## config.mk

```make
export PLATFORM = sky130hd
export DESIGN_NAME = neuron_mac_sequencer_flat
export DESIGN_NICKNAME = d
export VERILOG_FILES = /design/src/rtl/neuron_mac_sequencer_if.sv /design/src/rtl/neuron_mac_sequencer.sv /design/src/flat_wrapper.sv
export SDC_FILE = /design/constraint.sdc
export NUM_CORES = 1
export LEC_CHECK = 0
export CORE_ASPECT_RATIO = 0.7
export CORE_MARGIN = 5
export CORE_UTILIZATION = 48
export DETAILED_ROUTE_END_ITERATION = 16
export GPL_TIMING_DRIVEN = 1
export PLACE_DENSITY_LB_ADDON = 0.25
export SETUP_SLACK_MARGIN = 0.3
export SYNTH_ARGS = -nofsm -noshare
export SYNTH_HDL_FRONTEND = slang
export SYNTH_SLANG_ARGS = --single-unit
```

## constraint.sdc

```tcl
create_clock -name clk -period 7.6 [get_ports clk]
set_clock_uncertainty 0.05 [all_clocks]
set_input_delay 1.14 -clock clk [delete_from_list [all_inputs] [get_ports clk]]
set_output_delay 1.14 -clock clk [all_outputs]
set_load 0.05 [all_outputs]
```

## src/rtl/neuron_mac_sequencer_if.sv

```systemverilog
// Signal bundle around the neuron MAC sequencer: operand stream in, multiplier request/answer, result out.
// Valid/ready: a transfer occurs on a rising edge with valid and ready both high; payload holds while valid waits.
interface neuron_mac_sequencer_if #(
  parameter int CNT_W = 16
);
  logic             in_valid;
  logic             in_ready;
  logic [31:0]      in_a;
  logic [31:0]      in_b;
  logic [1:0]       in_type;
  logic             in_last;

  logic             mul_start;
  logic [1:0]       mul_type;
  logic [31:0]      mul_a;
  logic [31:0]      mul_b;
  logic             mul_ready;
  logic             mul_done;
  logic [31:0]      mul_answer;

  logic             out_valid;
  logic             out_ready;
  logic [31:0]      out_sum;
  logic [CNT_W-1:0] out_count;
  logic             out_ovf;
  logic             out_err;

  modport master (
    input  in_valid, in_a, in_b, in_type, in_last,
    output in_ready,
    output mul_start, mul_type, mul_a, mul_b,
    input  mul_ready, mul_done, mul_answer,
    output out_valid, out_sum, out_count, out_ovf, out_err,
    input  out_ready
  );

  modport slave (
    output in_valid, in_a, in_b, in_type, in_last,
    input  in_ready,
    input  mul_start, mul_type, mul_a, mul_b,
    output mul_ready, mul_done, mul_answer,
    input  out_valid, out_sum, out_count, out_ovf, out_err,
    output out_ready
  );
endinterface

```

## src/rtl/neuron_mac_sequencer.sv

```systemverilog
// Issues one operand pair at a time to the pipelined multiplier and accumulates the products
// into a membrane-potential sum, presented with term count and sticky flags after the last term.
module neuron_mac_sequencer #(
  parameter int TIMEOUT = 64,
  parameter int CNT_W   = 16
) (
  input  logic                  clk,
  input  logic                  rst,
  neuron_mac_sequencer_if.master bus,
  output logic [1:0]            dbg_state
);

  typedef enum logic [1:0] {
    S_IDLE  = 2'd0,
    S_ISSUE = 2'd1,
    S_WAIT  = 2'd2,
    S_OUT   = 2'd3
  } state_t;

  localparam int            TW         = $clog2(TIMEOUT) + 1;
  localparam logic [TW-1:0] TIMER_LAST = TW'(TIMEOUT - 1);

  state_t           state;
  logic [31:0]      a_q;
  logic [31:0]      b_q;
  logic [1:0]       type_q;
  logic             last_q;
  logic [TW-1:0]    timer;
  logic [31:0]      sum;
  logic [CNT_W-1:0] count;
  logic             ovf;
  logic             err;
  logic             in_ready_q;
  logic             out_valid_q;

  logic [31:0]      sum_next;
  logic             ovf_term;

  assign sum_next = sum + bus.mul_answer;
  // Signed overflow: both addends share a sign and the wrapped result does not.
  assign ovf_term = (sum[31] == bus.mul_answer[31]) && (sum_next[31] != sum[31]);

  always_ff @(posedge clk or negedge rst) begin
    if (!rst) begin
      state       <= S_IDLE;
      a_q         <= '0;
      b_q         <= '0;
      type_q      <= '0;
      last_q      <= 1'b0;
      timer       <= '0;
      sum         <= '0;
      count       <= '0;
      ovf         <= 1'b0;
      err         <= 1'b0;
      in_ready_q  <= 1'b1;
      out_valid_q <= 1'b0;
    end else begin
      case (state)
        S_IDLE: begin
          if (bus.in_valid) begin
            a_q    <= bus.in_a;
            b_q    <= bus.in_b;
            type_q <= bus.in_type;
            last_q <= bus.in_last;
            if (bus.in_type != 2'b11) begin
              state      <= S_ISSUE;
              in_ready_q <= 1'b0;
            end else begin
              err <= 1'b1;
              if (bus.in_last) begin
                state       <= S_OUT;
                in_ready_q  <= 1'b0;
                out_valid_q <= 1'b1;
              end
            end
          end
        end
        S_ISSUE: begin
          if (bus.mul_ready) begin
            timer <= '0;
            state <= S_WAIT;
          end
        end
        S_WAIT: begin
          timer <= timer + 1'b1;
          // A done pulse arriving on the timeout cycle still counts as a good term.
          if (bus.mul_done || (timer == TIMER_LAST)) begin
            if (bus.mul_done) begin
              sum <= sum_next;
              ovf <= ovf | ovf_term;
              if (count != {CNT_W{1'b1}}) count <= count + 1'b1;
            end else begin
              err <= 1'b1;
            end
            if (last_q) begin
              state       <= S_OUT;
              out_valid_q <= 1'b1;
            end else begin
              state      <= S_IDLE;
              in_ready_q <= 1'b1;
            end
          end
        end
        S_OUT: begin
          if (bus.out_ready) begin
            sum         <= '0;
            count       <= '0;
            ovf         <= 1'b0;
            err         <= 1'b0;
            state       <= S_IDLE;
            in_ready_q  <= 1'b1;
            out_valid_q <= 1'b0;
          end
        end
        default: state <= S_IDLE;
      endcase
    end
  end

  assign bus.in_ready  = in_ready_q;
  assign bus.mul_start = (state == S_ISSUE) && bus.mul_ready;
  assign bus.mul_type  = type_q;
  assign bus.mul_a     = a_q;
  assign bus.mul_b     = b_q;
  assign bus.out_valid = out_valid_q;
  assign bus.out_sum   = sum;
  assign bus.out_count = count;
  assign bus.out_ovf   = ovf;
  assign bus.out_err   = err;
  assign dbg_state     = state;

endmodule

```

## src/flat_wrapper.sv

```systemverilog
// flat-port wrapper written by rule: the top's interface ports become plain ports
module neuron_mac_sequencer_flat 
#(
  parameter int TIMEOUT = 64,
  parameter int CNT_W   = 16
)
  (clk, rst, dbg_state, bus_in_valid, bus_in_a, bus_in_b, bus_in_type, bus_in_last, bus_in_ready, bus_mul_start, bus_mul_type, bus_mul_a, bus_mul_b, bus_mul_ready, bus_mul_done, bus_mul_answer, bus_out_valid, bus_out_sum, bus_out_count, bus_out_ovf, bus_out_err, bus_out_ready);
  neuron_mac_sequencer_if #(.CNT_W(CNT_W)) bus_i ();
  input  logic clk;
  input  logic rst;
  output logic [1:0] dbg_state;
  input wire logic [$bits(bus_i.in_valid)-1:0] bus_in_valid;
  input wire logic [$bits(bus_i.in_a)-1:0] bus_in_a;
  input wire logic [$bits(bus_i.in_b)-1:0] bus_in_b;
  input wire logic [$bits(bus_i.in_type)-1:0] bus_in_type;
  input wire logic [$bits(bus_i.in_last)-1:0] bus_in_last;
  output wire logic [$bits(bus_i.in_ready)-1:0] bus_in_ready;
  output wire logic [$bits(bus_i.mul_start)-1:0] bus_mul_start;
  output wire logic [$bits(bus_i.mul_type)-1:0] bus_mul_type;
  output wire logic [$bits(bus_i.mul_a)-1:0] bus_mul_a;
  output wire logic [$bits(bus_i.mul_b)-1:0] bus_mul_b;
  input wire logic [$bits(bus_i.mul_ready)-1:0] bus_mul_ready;
  input wire logic [$bits(bus_i.mul_done)-1:0] bus_mul_done;
  input wire logic [$bits(bus_i.mul_answer)-1:0] bus_mul_answer;
  output wire logic [$bits(bus_i.out_valid)-1:0] bus_out_valid;
  output wire logic [$bits(bus_i.out_sum)-1:0] bus_out_sum;
  output wire logic [$bits(bus_i.out_count)-1:0] bus_out_count;
  output wire logic [$bits(bus_i.out_ovf)-1:0] bus_out_ovf;
  output wire logic [$bits(bus_i.out_err)-1:0] bus_out_err;
  input wire logic [$bits(bus_i.out_ready)-1:0] bus_out_ready;
  assign bus_i.in_valid = bus_in_valid;
  assign bus_i.in_a = bus_in_a;
  assign bus_i.in_b = bus_in_b;
  assign bus_i.in_type = bus_in_type;
  assign bus_i.in_last = bus_in_last;
  assign bus_in_ready = bus_i.in_ready;
  assign bus_mul_start = bus_i.mul_start;
  assign bus_mul_type = bus_i.mul_type;
  assign bus_mul_a = bus_i.mul_a;
  assign bus_mul_b = bus_i.mul_b;
  assign bus_i.mul_ready = bus_mul_ready;
  assign bus_i.mul_done = bus_mul_done;
  assign bus_i.mul_answer = bus_mul_answer;
  assign bus_out_valid = bus_i.out_valid;
  assign bus_out_sum = bus_i.out_sum;
  assign bus_out_count = bus_i.out_count;
  assign bus_out_ovf = bus_i.out_ovf;
  assign bus_out_err = bus_i.out_err;
  assign bus_i.out_ready = bus_out_ready;
  neuron_mac_sequencer #(.TIMEOUT(TIMEOUT), .CNT_W(CNT_W)) u_core (.clk(clk), .rst(rst), .bus(bus_i), .dbg_state(dbg_state));
endmodule
```

==> impl_metrics.yaml, run 1 <==
synth:
  synth_top_cell_by_area: "dfrtp_1"
  yosysWarningCount: 0
  synth_ff_type: "dfrtp_1"
  synth-async-reset-ratio_pct: 100
  yosys.area.top_type_share_pct: 46.5
  synth_edf_count: 0
  postSynthAreaPerCell_um2: 10.7
  synth_seq_area_share_pct: 46.9
  synthesis.area_um2: 6830
  synth_area_leaders: "dfrtp_1 47%, mux2_2 11%, ha_1 6.0%"
  yosysUniqueCellTypes: 67
  netlist_instances: 636
  syn-num-nets: 775
  synth-seq-cells: 128
worst_setup_path:
  start_kind: "input port"
  cp.arrival_ns: 2.85
  crit_path_max_fanout: 4
  cp.buffers_inverters: 2
  max_stage_delay_ns: 0.85
  crit_chain: "clkdlybuf4s50_1 -> nand2_1 -> nor2_1 -> clkdlybuf4s50_1"
  cp-end-kind: "output port"
  crit_top_cell: "clkdlybuf4s50_1"
  cpMaxStageDelayCell: "clkdlybuf4s50_1"
  worstPathRequired_ns: 6.41
  crit_type: "input port to output port"
  critical_path.top_delay_family: "buffers and inverters"
placed_design:
  dpl_cell_area_um2: 9250
  dp_hpwl_um: 14500
  port_buffers: 225
  dpl.cell_count: 1031
  place.gp.congestion: 0.901
clock_network:
  clkSlewWorstSetupHoldPaths_ns: 0.05
  cts_buffers: 17
  cts.sink_count: 128
  htreeDepth: 4
  cts_tree: "yes"
  cts_hold_buf: 0
  clk_latency_ns: 0.42
  cts_root_buffer: "clkbuf_16"
  cts_resized: 0
  cts_setup_buffers: 0
  clk_path_buf_depth: 2
timing:
  max_slew_margin_pct: 44.0
  worstMarginPinSlew_ns: 0.840
  finalCritPeriodShare_pct: 53.2
  max_freq_mhz: 248
  slew_viol_final: 0
  setup_viol: 0
  hold_slack_ns: 0.451
  period_minus_slack_ns: 4.04
  grt_setup_unrepaired: "false"
  tns_ns: 0
  hold_viol_final: 0
layout:
  fillers: 984
  areaGrowthSynthToFinish_pct: 44.1
  layout.cells.non_filler: 1063
  drive_gt1_share_pct: 14.8
  stdcell_area_um2: 9840
  mostFrequentLayoutCells: "224 x clkdlybuf4s50_1, 127 x dfrtp_1, 68 x mux2_2"
  n_antenna_cell: 0
  final_common_cell: "clkdlybuf4s50_1"
  layout.nets: 999
routing:
  vias_per_cell: 5.50
  first_pass_iters: 5
  first_iter_violations: 371
  drc_errors: 0
  ant_nets: 0
  wl_um: 19600
  vias: 5847
  wire_per_inst_um: 18.4
floorplanning:
  dieArea_um2: 16700
  die_w_um: 153
  row_count: 36
  core_um2: 13900
  die_h_um: 110
  io-pin-count: 226
  start_util_pct: 49.1
power_and_ir_drop:
  p_clk_share_pct: 16.0
  power_mw: 5.10
  intPower_mw: 2.60
  p_leak_nw: 4.22
  seqPwrFrac_pct: 24.2
  netSwitchingFraction_pct: 49.0
  combPwrFrac_pct: 59.9
  power_density_nw_per_um2: 519
  p_sw_mw: 2.50
  peakVddDrop_mv: 0.307
global_routing:
  grt_pass1_wl_um: 31500
  grt_max_degree: 67
  gr-total-overflow: 0
  grt_pass1_vias: 6027
  grt_util_all_layers_pct: 23.5
  antenna_found_initial: 0
job:
  drv_cap: 0
outcome:
  status: "finished clean"
hold_path:
  hold_class: "flop to flop"
-- cells by family after synthesis --
| logic type | after synthesis | synth area share, % |
|---|---|---|
| xor+xnor | 39 | 5.00 |
| fa+ha+maj | 34 | 6.34 |
| simple gates | 171 | 12.4 |
| mux | 72 | 11.8 |
| compound gates | 155 | 15.3 |
| flops | 128 | 46.9 |
| buf+inv | 37 | 2.22 |
-- area by class of cell --
type / instances / area, um^2 / share of cell area [%]
Multi-Input combinational cell: 471 / 3480 / 35.3
Sequential cell: 128 / 3200 / 32.6
Timing Repair Buffer: 230 / 2290 / 23.2
Clock buffer: 20 / 467 / 4.74
Tap cell: 190 / 238 / 2.42
Clock inverter: 12 / 124 / 1.26
Inverter: 12 / 45.0 / 0.458
-- registers in the layout, summed over array words and instances, names as in the netlist --
register / count
u_core.dbg_state: 2
u_core.timer: 7
u_core.bus.mul_a: 32
u_core.bus.mul_b: 32
u_core.last_q: 1
u_core.bus.mul_type: 2
u_core.bus.out_err: 1
u_core.bus.out_count: 16
u_core.bus.in_ready: 1
u_core.bus.out_valid: 1
u_core.bus.out_sum: 32
u_core.bus.out_ovf: 1
-- cell usage after synthesis, types with 2 or more instances --
library cell,instances
xor2_1,23
o31ai_1,4
o21ai_0,43
mux2i_1,4
nor3_1,6
o21ai_2,3
o31ai_2,2
o21bai_1,4
and3_1,6
and4_1,3
a21o_1,13
a22o_1,3
buf_2,7
a211oi_1,6
o221ai_1,2
xnor2_1,16
nand4_1,5
o2111ai_1,3
inv_1,12
ha_1,33
nor2_1,37
o21ai_1,3
o211ai_1,2
clkbuf_1,17
a31oi_1,6
dfrtp_1,127
nor3b_1,3
a21oi_1,35
o211ai_2,2
nor4_1,2
nand2_1,62
nand3_1,20
nor2b_1,8
a211oi_2,3
nand2b_1,8
o21a_1,5
mux2_2,68
-- worst min-delay path: cells and delay by family (launching register included) --
family / cells / cell delay, ns
simple gates: 1 / 0.07
flops: 1 / 0.34
compound gates: 1 / 0.04
-- final timing paths --
kind | from | end | slack (ns) | depth (start not counted)
max | bus_mul_ready | bus_mul_start | 3.56 | 4
min | u_core.bus.out_err | u_core.bus.out_err | 0.45 | 2
max reg2reg | u_core.dbg_state[0] | u_core.bus.out_count[9] | 4.37 | 9
min reg2reg | u_core.bus.out_err | u_core.bus.out_err | 0.45 | 2
max in group asynchronous | rst | u_core.last_q | 5.22 | 3
min in group asynchronous | rst | u_core.bus.mul_a[21] | 0.60 | 1
-- power groups by stage --
stage | Clock, mW | Combinational [mW] | Sequential, mW
floorplan | 0 | 1.12 | 2.19
global placement | 0 | 3.00 | 1.21
detailed placement | 0 | 3.04 | 1.24
CTS | 0.820 | 3.06 | 1.24
global route | 0.855 | 3.24 | 1.28
finish | 0.815 | 3.06 | 1.23
-- per-stage QoR --
step | util [%] | setup slack (ns)
after CTS | 70.7 | 3.54
after floorplan | - | 4.19
final | 70.7 | 3.56
after global routing | 70.7 | 3.45
after global placement | 66.5 | 3.47
after detailed placement | 66.5 | 3.34
-- metal layers --
layer / track usage, % / vias up / routed length (um) / part of all wire (%)
met4: 6.17 / 0 / 258 / 1.3
met3: 7.95 / 26 / 1650 / 8.5
met1: 29.6 / 2848 / 8280 / 42
met2: 39.6 / 216 / 9360 / 48
met5: 0 / - / 0 / 0
li1: - / 2757 / - / -
Power figures use the tool's default switching activity.
==> run 2: changes to the inputs <==
- CORE_UTILIZATION: 48 -> 47
- clock period: 7.6 -> 3.8 ns (I/O delays scaled with it)
==> run 2 against run 1 <==
Against the previous run:
- via count is 0.19% higher
- worst setup slack worse by 3.0 ns
- design area is 0.11% lower
==> impl_metrics.yaml, run 2 (synthesized netlist as in run 1, its figures left out) <==
outcome:
  status: "finished clean"
timing:
  hold_viol_final: 0
  max_freq_mhz: 311
  max_slew_margin_pct: 43.4
  grt_setup_unrepaired: "false"
  setup_viol: 0
  slew_viol_final: 0
  worstMarginPinSlew_ns: 0.849
  finalCritPeriodShare_pct: 84.7
  hold_slack_ns: 0.108
  period_minus_slack_ns: 3.22
  tns_ns: 0
power_and_ir_drop:
  power_density_nw_per_um2: 1030
  peakVddDrop_mv: 0.654
  p_leak_nw: 4.23
  power_mw: 10.1
routing:
  first_pass_iters: 6
  vias_per_cell: 5.50
  ant_nets: 0
  drc_errors: 0
  wire_per_inst_um: 18.2
  vias: 5858
  first_iter_violations: 358
  wl_um: 19400
floorplanning:
  io-pin-count: 226
  die_w_um: 154
  core_um2: 14100
  start_util_pct: 48.4
  dieArea_um2: 17100
  row_count: 36
  die_h_um: 111
clock_network:
  cts_tree: "yes"
  clk_path_buf_depth: 2
  cts.sink_count: 128
  cts_buffers: 17
  htreeDepth: 4
  clk_latency_ns: 0.42
  cts_setup_buffers: 0
  clkSlewWorstSetupHoldPaths_ns: 0.06
  cts_root_buffer: "clkbuf_16"
layout:
  drive_gt1_share_pct: 15.0
  mostFrequentLayoutCells: "224 x clkdlybuf4s50_1, 127 x dfrtp_1, 68 x mux2_2"
  final_common_cell: "clkdlybuf4s50_1"
  fin_util_pct: 69.7
  n_antenna_cell: 0
  layout.nets: 1001
  areaGrowthSynthToFinish_pct: 44.0
placed_design:
  port_buffers: 225
  place.gp.congestion: 0.884
  dp_hpwl_um: 14700
worst_setup_path:
  cp.arrival_ns: 3.49
  crit_type: "input port to flop"
  rr_endpoint: "u_core.bus.out_sum[28]"
  start_kind: "input port"
  reg2regPathDepth: 11
  crit_top_cell: "a211oi_2"
  r2r_start: "u_core.bus.out_sum[0]"
  max_stage_delay_ns: 0.46
  crit_path_max_fanout: 4
  critical_path.top_delay_family: "compound AO/OA/AOI/OAI gates"
  crit_chain: "clkdlybuf4s50_1 -> ha_1 -> fa_1 -> a211oi_2 -> o21ai_1 -> a21oi_2 -> o211ai_2 -> a31oi_1 -> o21a_2 -> a211oi_2 -> o21a_1 -> o31ai_2"
  worstPathRequired_ns: 4.07
  cp-end-kind: "flop"
  cpMaxStageDelayCell: "fa_1"
  cp.buffers_inverters: 1
  cp_num_cells: 12
  rrSetupSlack_ns: 0.74
global_routing:
  gr-total-overflow: 0
  grt_pass1_vias: 6235
  grt_max_degree: 82
  antenna_found_initial: 0
  grt_util_all_layers_pct: 23.1
  grt_pass1_wl_um: 31900
hold_path:
  hold_class: "input port to async pin"
job:
  drv_cap: 0
-- run 2: how the worst max path moves through the flow --
stage                               start                      to
floorplan           u_core.bus.out_sum[0]  u_core.bus.out_sum[30]
global placement        bus_mul_answer[0]  u_core.bus.out_sum[30]
detailed placement      bus_mul_answer[0]  u_core.bus.out_sum[30]
CTS                     bus_mul_answer[0]  u_core.bus.out_sum[30]
global route            bus_mul_answer[0]  u_core.bus.out_sum[30]
finish                  bus_mul_answer[0]  u_core.bus.out_sum[28]
-- run 2: what timing repair did --
item                                    in CTS  in global routing
hold buffers                                 0                  0
gates resized for setup                      0                  1
endpoints found under the setup margin       0                  1
-- run 2: layer usage --
layer	global-route usage, %	vias to the layer above	share of wire, %
met5	0	-	0
met2	38.0	245	48
li1	-	2750	-
met1	27.1	2835	39
met4	7.53	0	1.5
met3	10.4	28	12
-- run 2: metrics by stage --
stage	std cells	setup WS, ns	cell area, um^2
after floorplan	636	0.847	6830
after global placement	1033	0.260	9280
after detailed placement	1033	0.193	9280
after CTS	1065	0.593	9820
after global routing	1065	0.325	9830
final	1065	0.583	9830
-- run 2: where the power goes --
| group | leakage [nW] | switching, mW | internal (mW) |
|---|---|---|---|
| Clock | 0.267 | 0.641 | 0.862 |
| Combinational | 2.38 | 3.88 | 2.27 |
| Sequential | 1.59 | 0.456 | 1.98 |
| Total | 4.23 | 4.98 | 5.11 |
-- run 2: layout make-up --
cell class / instances / area (um^2)
Clock buffer: 19 / 443
Clock inverter: 13 / 103
Fill cell: 1061 / 4270
Inverter: 12 / 45.0
Multi-Input combinational cell: 471 / 3480
Sequential cell: 128 / 3200
Tap cell: 190 / 238
Timing Repair Buffer: 232 / 2310
